--- src/rtl/sched_pkg.sv ---
// Shared types and helpers for the single-iteration iSLIP VOQ scheduler.
package sched_pkg;

   localparam int DEF_EGRESS_CNT = 4;
   localparam int DEF_SEL_W      = $clog2(DEF_EGRESS_CNT);

   typedef enum logic [1:0] {
      IDLE,
      GRANT,
      ACCEPT,
      SLOT
   } sched_state_t;

   // Bit offset of select field idx inside a packed array of selW-wide fields.
   function automatic int sel_field(input int idx, input int selW);
      return idx * selW;
   endfunction

endpackage

--- src/rtl/rr_arbiter.sv ---
// Combinational round-robin arbiter: first request at or after ptr, wrapping.
module rr_arbiter
   import sched_pkg::*;
#(
   parameter int N     = DEF_EGRESS_CNT,
   parameter int SEL_W = DEF_SEL_W
) (
   input  logic [N-1:0]     req,
   input  logic [SEL_W-1:0] ptr,
   output logic [N-1:0]     gnt,
   output logic [SEL_W-1:0] idx,
   output logic             vld
);

   logic [SEL_W-1:0] cand;

   // N is a power of two, so ptr+k wraps modulo N for free in SEL_W bits.
   always_comb begin
      gnt  = '0;
      idx  = '0;
      vld  = 1'b0;
      cand = '0;
      for (int k = 0; k < N; k++) begin
         cand = ptr + SEL_W'(k);
         if (!vld && req[cand]) begin
            vld       = 1'b1;
            idx       = cand;
            gnt[cand] = 1'b1;
         end
      end
   end

endmodule

--- src/rtl/voq_scheduler.sv ---
// Single-iteration iSLIP scheduler: grant, accept, then hold a permutation for one packet slot.
module voq_scheduler
   import sched_pkg::*;
#(
   parameter  int EGRESS_CNT = DEF_EGRESS_CNT,
   parameter  int PKT_CYCLES = 8,
   localparam int SEL_W      = $clog2(EGRESS_CNT)
) (
   input  logic                             clk,
   input  logic                             rst_n,
   input  logic                             sched_en,
   input  logic [EGRESS_CNT*EGRESS_CNT-1:0] voq_nonempty,
   output logic [SEL_W*EGRESS_CNT-1:0]      sched_sel,
   output logic [EGRESS_CNT-1:0]            match_valid,
   output logic                             slot_start,
   output logic                             busy
);

   localparam int N     = EGRESS_CNT;
   localparam int CNT_W = $clog2(PKT_CYCLES + 1);
   localparam logic [CNT_W-1:0] LAST_CNT = CNT_W'(PKT_CYCLES - 1);

   sched_state_t            state, stateNext;
   logic [CNT_W-1:0]        slotCnt;
   logic [N-1:0][SEL_W-1:0] grantPtr, acceptPtr;

   logic [N-1:0][N-1:0]     colReq;
   logic [N-1:0][N-1:0]     gGnt;
   logic [N-1:0][SEL_W-1:0] gIdx;
   logic [N-1:0]            gVld;
   logic [N-1:0][N-1:0]     grantReg;

   logic [N-1:0][N-1:0]     aReq;
   logic [N-1:0][N-1:0]     aGnt;
   logic [N-1:0][SEL_W-1:0] aIdx;
   logic [N-1:0]            aVld;

   logic [N-1:0]            used;
   logic                    placed;
   logic [SEL_W*N-1:0]      selNext;
   logic                    reqAny, slotLast;
   logic                    unusedGrantIdx;

   assign reqAny         = sched_en && (|voq_nonempty);
   assign slotLast       = (slotCnt == LAST_CNT);
   assign busy           = (state != IDLE);
   assign unusedGrantIdx = ^gIdx;

   // colReq[j] is egress j's view of the requests; aReq[i] is ingress i's view of the grants.
   always_comb begin
      colReq = '0;
      aReq   = '0;
      for (int i = 0; i < N; i++) begin
         for (int j = 0; j < N; j++) begin
            colReq[j][i] = voq_nonempty[i*N+j];
            aReq[i][j]   = grantReg[j][i];
         end
      end
   end

   for (genvar g = 0; g < N; g++) begin : gen_arb
      rr_arbiter #(.N(N), .SEL_W(SEL_W)) uGrant (
         .req (colReq[g]),
         .ptr (grantPtr[g]),
         .gnt (gGnt[g]),
         .idx (gIdx[g]),
         .vld (gVld[g])
      );
      rr_arbiter #(.N(N), .SEL_W(SEL_W)) uAccept (
         .req (aReq[g]),
         .ptr (acceptPtr[g]),
         .gnt (aGnt[g]),
         .idx (aIdx[g]),
         .vld (aVld[g])
      );
   end

   // Unmatched ingresses take the leftover egresses in ascending order so sched_sel stays a permutation.
   always_comb begin
      used    = '0;
      placed  = 1'b0;
      selNext = '0;
      for (int i = 0; i < N; i++) begin
         used = used | aGnt[i];
      end
      for (int i = 0; i < N; i++) begin
         placed = 1'b0;
         if (aVld[i]) begin
            selNext[sel_field(i, SEL_W) +: SEL_W] = aIdx[i];
         end else begin
            for (int e = 0; e < N; e++) begin
               if (!placed && !used[e]) begin
                  selNext[sel_field(i, SEL_W) +: SEL_W] = SEL_W'(e);
                  used[e] = 1'b1;
                  placed  = 1'b1;
               end
            end
         end
      end
   end

   always_ff @(posedge clk or negedge rst_n) begin
      if (!rst_n) begin
         state <= IDLE;
      end else begin
         state <= stateNext;
      end
   end

   always_comb begin
      stateNext = state;
      case (state)
         IDLE:    if (reqAny) stateNext = GRANT;
         GRANT:   stateNext = ACCEPT;
         ACCEPT:  stateNext = SLOT;
         SLOT:    if (slotLast) stateNext = reqAny ? GRANT : IDLE;
         default: stateNext = IDLE;
      endcase
   end

   // Grants are captured in GRANT; the matching and pointer moves are committed at the end of ACCEPT.
   always_ff @(posedge clk or negedge rst_n) begin
      if (!rst_n) begin
         slotCnt     <= '0;
         grantPtr    <= '0;
         acceptPtr   <= '0;
         grantReg    <= '0;
         match_valid <= '0;
         slot_start  <= 1'b0;
         for (int i = 0; i < N; i++) begin
            sched_sel[sel_field(i, SEL_W) +: SEL_W] <= SEL_W'(i);
         end
      end else begin
         slot_start <= (state == ACCEPT);
         if (state == SLOT) begin
            slotCnt <= slotLast ? '0 : slotCnt + CNT_W'(1);
         end
         if (state == GRANT) begin
            for (int j = 0; j < N; j++) begin
               grantReg[j] <= gVld[j] ? gGnt[j] : '0;
            end
         end
         if (state == ACCEPT) begin
            sched_sel   <= selNext;
            match_valid <= aVld;
            for (int i = 0; i < N; i++) begin
               if (aVld[i]) begin
                  grantPtr[aIdx[i]] <= SEL_W'(i) + SEL_W'(1);
                  acceptPtr[i]      <= aIdx[i] + SEL_W'(1);
               end
            end
         end else if (state == SLOT && slotLast) begin
            match_valid <= '0;
         end
      end
   end

endmodule

--- config.mk ---
export PLATFORM = sky130hd
export DESIGN_NAME = voq_scheduler
export DESIGN_NICKNAME = d
export VERILOG_FILES = /design/src/rtl/sched_pkg.sv /design/src/rtl/rr_arbiter.sv /design/src/rtl/voq_scheduler.sv
export SDC_FILE = /design/constraint.sdc
export NUM_CORES = 1
export LEC_CHECK = 0
export ABC_AREA = 1
export BUFFER_PORTS_ARGS = -buffer_cell sky130_fd_sc_hd__buf_4
export CAP_MARGIN = 20
export CORE_MARGIN = 1
export CORE_UTILIZATION = 65
export DETAILED_ROUTE_END_ITERATION = 6
export PLACE_DENSITY = 0.93
export SYNTH_ARGS = -nofsm -noshare
export SYNTH_HDL_FRONTEND = slang
export SYNTH_HIERARCHICAL = 1
export SYNTH_SLANG_ARGS = --single-unit
--- constraint.sdc ---
create_clock -name clk -period 4.3 [get_ports clk]
set_clock_uncertainty 0.15 [all_clocks]
set_input_delay 0.215 -clock clk [delete_from_list [all_inputs] [get_ports clk]]
set_output_delay 0.215 -clock clk [all_outputs]
set_load 0.05 [all_outputs]
# After elaboration in Yosys (flattened, before gate mapping)
# Cells that the tools add are included.
totals:
  ff_bits: 51
  in_bits: 19
op_classes:
  n_addsub: 29
  n_lt_le_gt_ge: 72
  n_eq_ne: 6
  muxes: 286
  n_bitwise: 36
  n_reduce_logical: 131
op_table:
  columns: ["op", "n"]
  rows:
  - ["2-to-1 mux 4 bit", 42]
  - ["2-to-1 mux 1 bit", 134]
  - ["bitwise OR 4 bit", 29]
  - ["< comparator 2 x 3 -> 1 bit (second input constant)", 36]
  - ["logical AND 1 bit", 74]
  - [">= comparator 2 x 1 -> 1 bit (second input constant)", 36]
  - ["2-to-1 mux 2 bit", 34]
  - ["binary-select mux 1 bit (select 2 bit)", 32]
  - ["demux 1 bit (select 2 bit)", 32]
  - ["2-to-1 mux 8 bit", 7]
  - ["logical NOT 1 bit", 48]
  - ["adder 2 bit (second input constant)", 16]
  - ["adder 2 x 1 -> 2 bit (second input constant)", 12]
  - ["demux 2 bit (select 2 bit)", 4]
  - ["OR reduction 16 bit", 1]
  - ["AND reduction 2 bit", 5]
  - ["AND 4 bit", 2]
  - ["AND 8 bit", 1]
  - ["inverter 4 bit", 2]
  - ["inverter 8 bit", 1]
  - ["bitwise OR 8 bit", 1]
  - ["case mux 2 bit (4 select lines)", 1]
  - ["adder 4 x 1 -> 4 bit (second input constant)", 1]
  - ["equality test 2 bit (second input constant)", 2]
  - ["5 further kinds", 7]

# Longest topological paths before layout
depth:
  ltp_word: 71
  depth_mapped: 20

# Modules after synthesis
# The synthesis kept the hierarchy.
by_module_without_submodules:
  columns: ["module", "n_inst", "cells_per_inst", "area_per_inst_um2", "seq_area_each_um2"]
  rows:
  - ["rr_arbiter", 8, 74, 440.4, 0.0]
  - ["voq_scheduler", 1, 338, 2831.5, 1281.2]

# Least setup slack after synthesis
# OpenSTA, ideal clock, no wires.
synth_path:
  path_kind: "flip-flop to flip-flop"
  start: "register acceptPtr[4] in the netlist's numbering"
  end: "register sched_sel[6]"
  arrival_ps: 2349
  required_time_ps: 4074
  path_slack_ps: 1726
  path_stages_with_launch: 20
  synth_period_minus_slack_ps: 2574
  path_cell_list: "dfrtp_1 inv_2 ha_1 inv_1 nand3_1 nand2_1 nor2_1 a21oi_1 nand3_1 nor2_4 nand2_4 nand2_2 nand2_4 nand2_4 nor2_4 nor2_4 nand3_1 nand2_1 nand2_1 nand2_1"
synth_rtl:
  columns: ["element", "line_no", "text"]
  rows:
  - ["start: declaration", "voq_scheduler.sv:25", "logic [N-1:0][SEL_W-1:0] grantPtr, acceptPtr;"]
  - ["start signal: indexed assignment", "voq_scheduler.sv:149", "acceptPtr[i] <= aIdx[i] + SEL_W'(1);"]
  - ["end signal: indexed assignment", "voq_scheduler.sv:131", "sched_sel[sel_field(i, SEL_W) +: SEL_W] <= SEL_W'(i);"]
  - ["end signal: assignment", "voq_scheduler.sv:144", "sched_sel <= selNext;"]
  - ["end: declaration", "voq_scheduler.sv:13", "output logic [SEL_W*EGRESS_CNT-1:0] sched_sel,"]

# Worst setup path after layout
layout_path:
  start: "register acceptPtr[0] in the netlist's numbering"
  end: "register sched_sel[6]"
layout_rtl:
  columns: ["element", "line_no", "text"]
  rows:
  - ["parallel branches: the longest is 11 deep, another holds adder 2 x 1 -> 2 bit", null, null]
  - ["2-to-1 mux 1 bit *", "rr_arbiter.sv:25", "if (!vld && req[cand]) begin"]
  - ["named net aVld[0]", "voq_scheduler.sv:36", "logic [N-1:0] aVld;"]
  - ["2-to-1 mux 4 bit *", "voq_scheduler.sv:88", "if (aVld[i]) begin"]
  - ["2-to-1 mux 1 bit", "voq_scheduler.sv:92", "if (!placed && !used[e]) begin"]
  - ["2-to-1 mux 1 bit", "voq_scheduler.sv:88", null]
  - ["logical NOT 1 bit", "voq_scheduler.sv:92", null]
  - ["logical AND 1 bit", "voq_scheduler.sv:92", null]
  - ["[... 10 more ...]", null, null]
  - ["logical NOT 1 bit", "voq_scheduler.sv:92", null]
  - ["logical AND 1 bit", "voq_scheduler.sv:92", null]
  - ["2-to-1 mux 1 bit", "voq_scheduler.sv:92", null]
  - ["2-to-1 mux 1 bit or 2-to-1 mux 4 bit (tied branches)", "voq_scheduler.sv:88", null]
  - ["logical NOT 1 bit", "voq_scheduler.sv:92", null]
  - ["logical AND 1 bit", "voq_scheduler.sv:92", null]
  - ["2-to-1 mux 2 bit *", "voq_scheduler.sv:92", null]
  - ["2-to-1 mux 2 bit *", "voq_scheduler.sv:88", null]
# Mark *: on every way through the listed nets, which the timed path passes. The select of a mux whose other input is x is not followed.
# A chain may end at the register's enable or synchronous reset.

==> run metrics <==
Fmax 0.318 GHz; syn_nets 970; Synth Area per Inst 6.91 um^2; total congestion overflow 0; post-route worst setup slack 1.15 ns; CP max stage delay 0.55 ns; CP startpoint kind flip-flop; top sig layer met4; vias in the first global route 5707; Tmin final 3.15 ns; DRC 2; site row count 35; I/O Buffers 32; status finished with violations; routed vias 6092; Mapped Cells 890; root buf cell clkbuf_8; Nets 996; Layout Utilization 71.2%; endpoints failing setup 0; die area 9850 um^2; GRT Util Overall 31.2%; Mapped Area 6150 um^2; RSZ-0062 raised after global routing false; post-detailed-route count of antenna-violating nets 0; Worst Setup Path Type reg -> reg; Total Routed Length 14700 um; vias per cell 5.93; final HPWL from detailed placement 11300 um; max-cap violations 0; most frequent cells in the layout 186 x nand2_1, 123 x nand3_1, 109 x inv_1, 61 x ha_1, 60 x nand2_2; initial DRC count 359; Synth Warn # 6; slew margin rel. 34.5%; crit-path max FO 13; final period utilization 73.1%; Crit path top cell by count nand2_1; crit-path leading delay family simple AND/OR/NAND/NOR gates; Initial Utilization 66.9%; Critical Path, Cell by Cell inv_2, ha_1, inv_1, nand2_1, nand2_2, nor2_4, nand4_1, nand4_1, nand2_1, a21oi_1, nand2_1, nand3_1, nand2_1, nand2_1, nand2_1; Final TNS setup 0 ns; P&R area growth vs syn 6.41%; placed cells 1019; max-slew violation count 0; Worst path slowest cell dfrtp_1; Die Span Y 99.3 um; Worst-path clk slew 0.10 ns; met2 wire len 7050 um; Setup Fix Bufs, Post-CTS 0; post-CTS sizing 0; origin of the critical flop-to-flop path acceptPtr[0]$_DFFE_PN0P_; Hold Fails Final Rpt 0; Layout Cells excl Fill 1028; actual slew at the worst max-slew pin 0.972 ns; IO Count 33; wire length on met3 965 um; crit path DAT 3.26 ns; clk buf depth 2; commonest non-fill, non-tap cell in the layout nand2_1; n_diodes 0; CP endpoint kind flip-flop; Initial DRT Pass Iterations 7; Die W 99.3 um; core box area 9200 um^2; post-cts hold buffer count 1; dpl ws 1.23 ns; met1 WL 6410 um; failing checks design-rule violations; RD Place Congestion 0.910; clock latency at the later pin of the worst-skew pair 0.32 ns; Num CTS Buffers 5; CTS tree yes; hold path start sched_en; first-pass GRT wire length 25500 um; Hold Path Class in -> reg; Sink Count 51; WP buf/inv 2; worst path required time 4.41 ns; Critical Path Start acceptPtr[0]$_DFFE_PN0P_; initial antenna violation count 0; largest net degree at the start of global routing 52; CTS H-tree lvls 2; WL/cell 14.3 um; share of layout cells above drive strength 1 17.9%
-- final timing paths --
| check | end | slack [ns] | cells past startpoint |
|---|---|---|---|
| max | sched_sel[6]$_DFFE_PN1P_ | 1.15 | 15 |
| min | state[0]$_DFFE_PN0P_ | 0.25 | 5 |
| max reg2reg | sched_sel[6]$_DFFE_PN1P_ | 1.15 | 15 |
| min reg2reg | sched_sel[2]$_DFFE_PN1P_ | 0.34 | 2 |
| max in group asynchronous | acceptPtr[5]$_DFFE_PN0P_ | 3.26 | 2 |
| min in group asynchronous | acceptPtr[7]$_DFFE_PN0P_ | 0.29 | 2 |
-- flip-flops by register name, indices dropped and copies added, names as in the netlist --
register	flops
acceptPtr	8
state	2
slot_start	1
grantPtr	8
match_valid	4
slotCnt	4
aReq	16
sched_sel	8
-- area by class of cell --
class | count | area, um^2
clock buffer | 5 | 68.8
clock inverter | 3 | 47.5
fill | 738 | 2650
inverter | 121 | 454
multi-input combinational | 703 | 4300
sequential | 51 | 1280
tap | 111 | 139
timing repair buffer | 34 | 258
-- metrics by stage --
step                hold slack (ns)  area [um^2]
floorplan                    -0.231         6150
global placement              0.138         6420
detailed placement            0.137         6420
CTS                           0.260         6540
global route                  0.314         6540
finish                        0.249         6540
-- metal layers --
metal / up-vias / track usage [%]
met2: 219 / 53.4
li1: 3039 / -
met4: 0 / 10.5
met1: 2803 / 40.2
met3: 31 / 4.71
met5: - / 0
-- worst reg2reg max path, cell delays in order (launching register included) --
cell and delay [ns]:
dfrtp_1 0.55, inv_2 0.17, ha_1 0.39, inv_1 0.10
nand2_1 0.09, nand2_2 0.06, nor2_4 0.22, nand4_1 0.41
nand4_1 0.27, nand2_1 0.15, a21oi_1 0.19, nand2_1 0.09
nand3_1 0.08, nand2_1 0.05, nand2_1 0.05, nand2_1 0.05
Power is left out: the tool's default activity adds up to more than one toggle a clock period on the data nets, which glitch-free logic cannot reach.
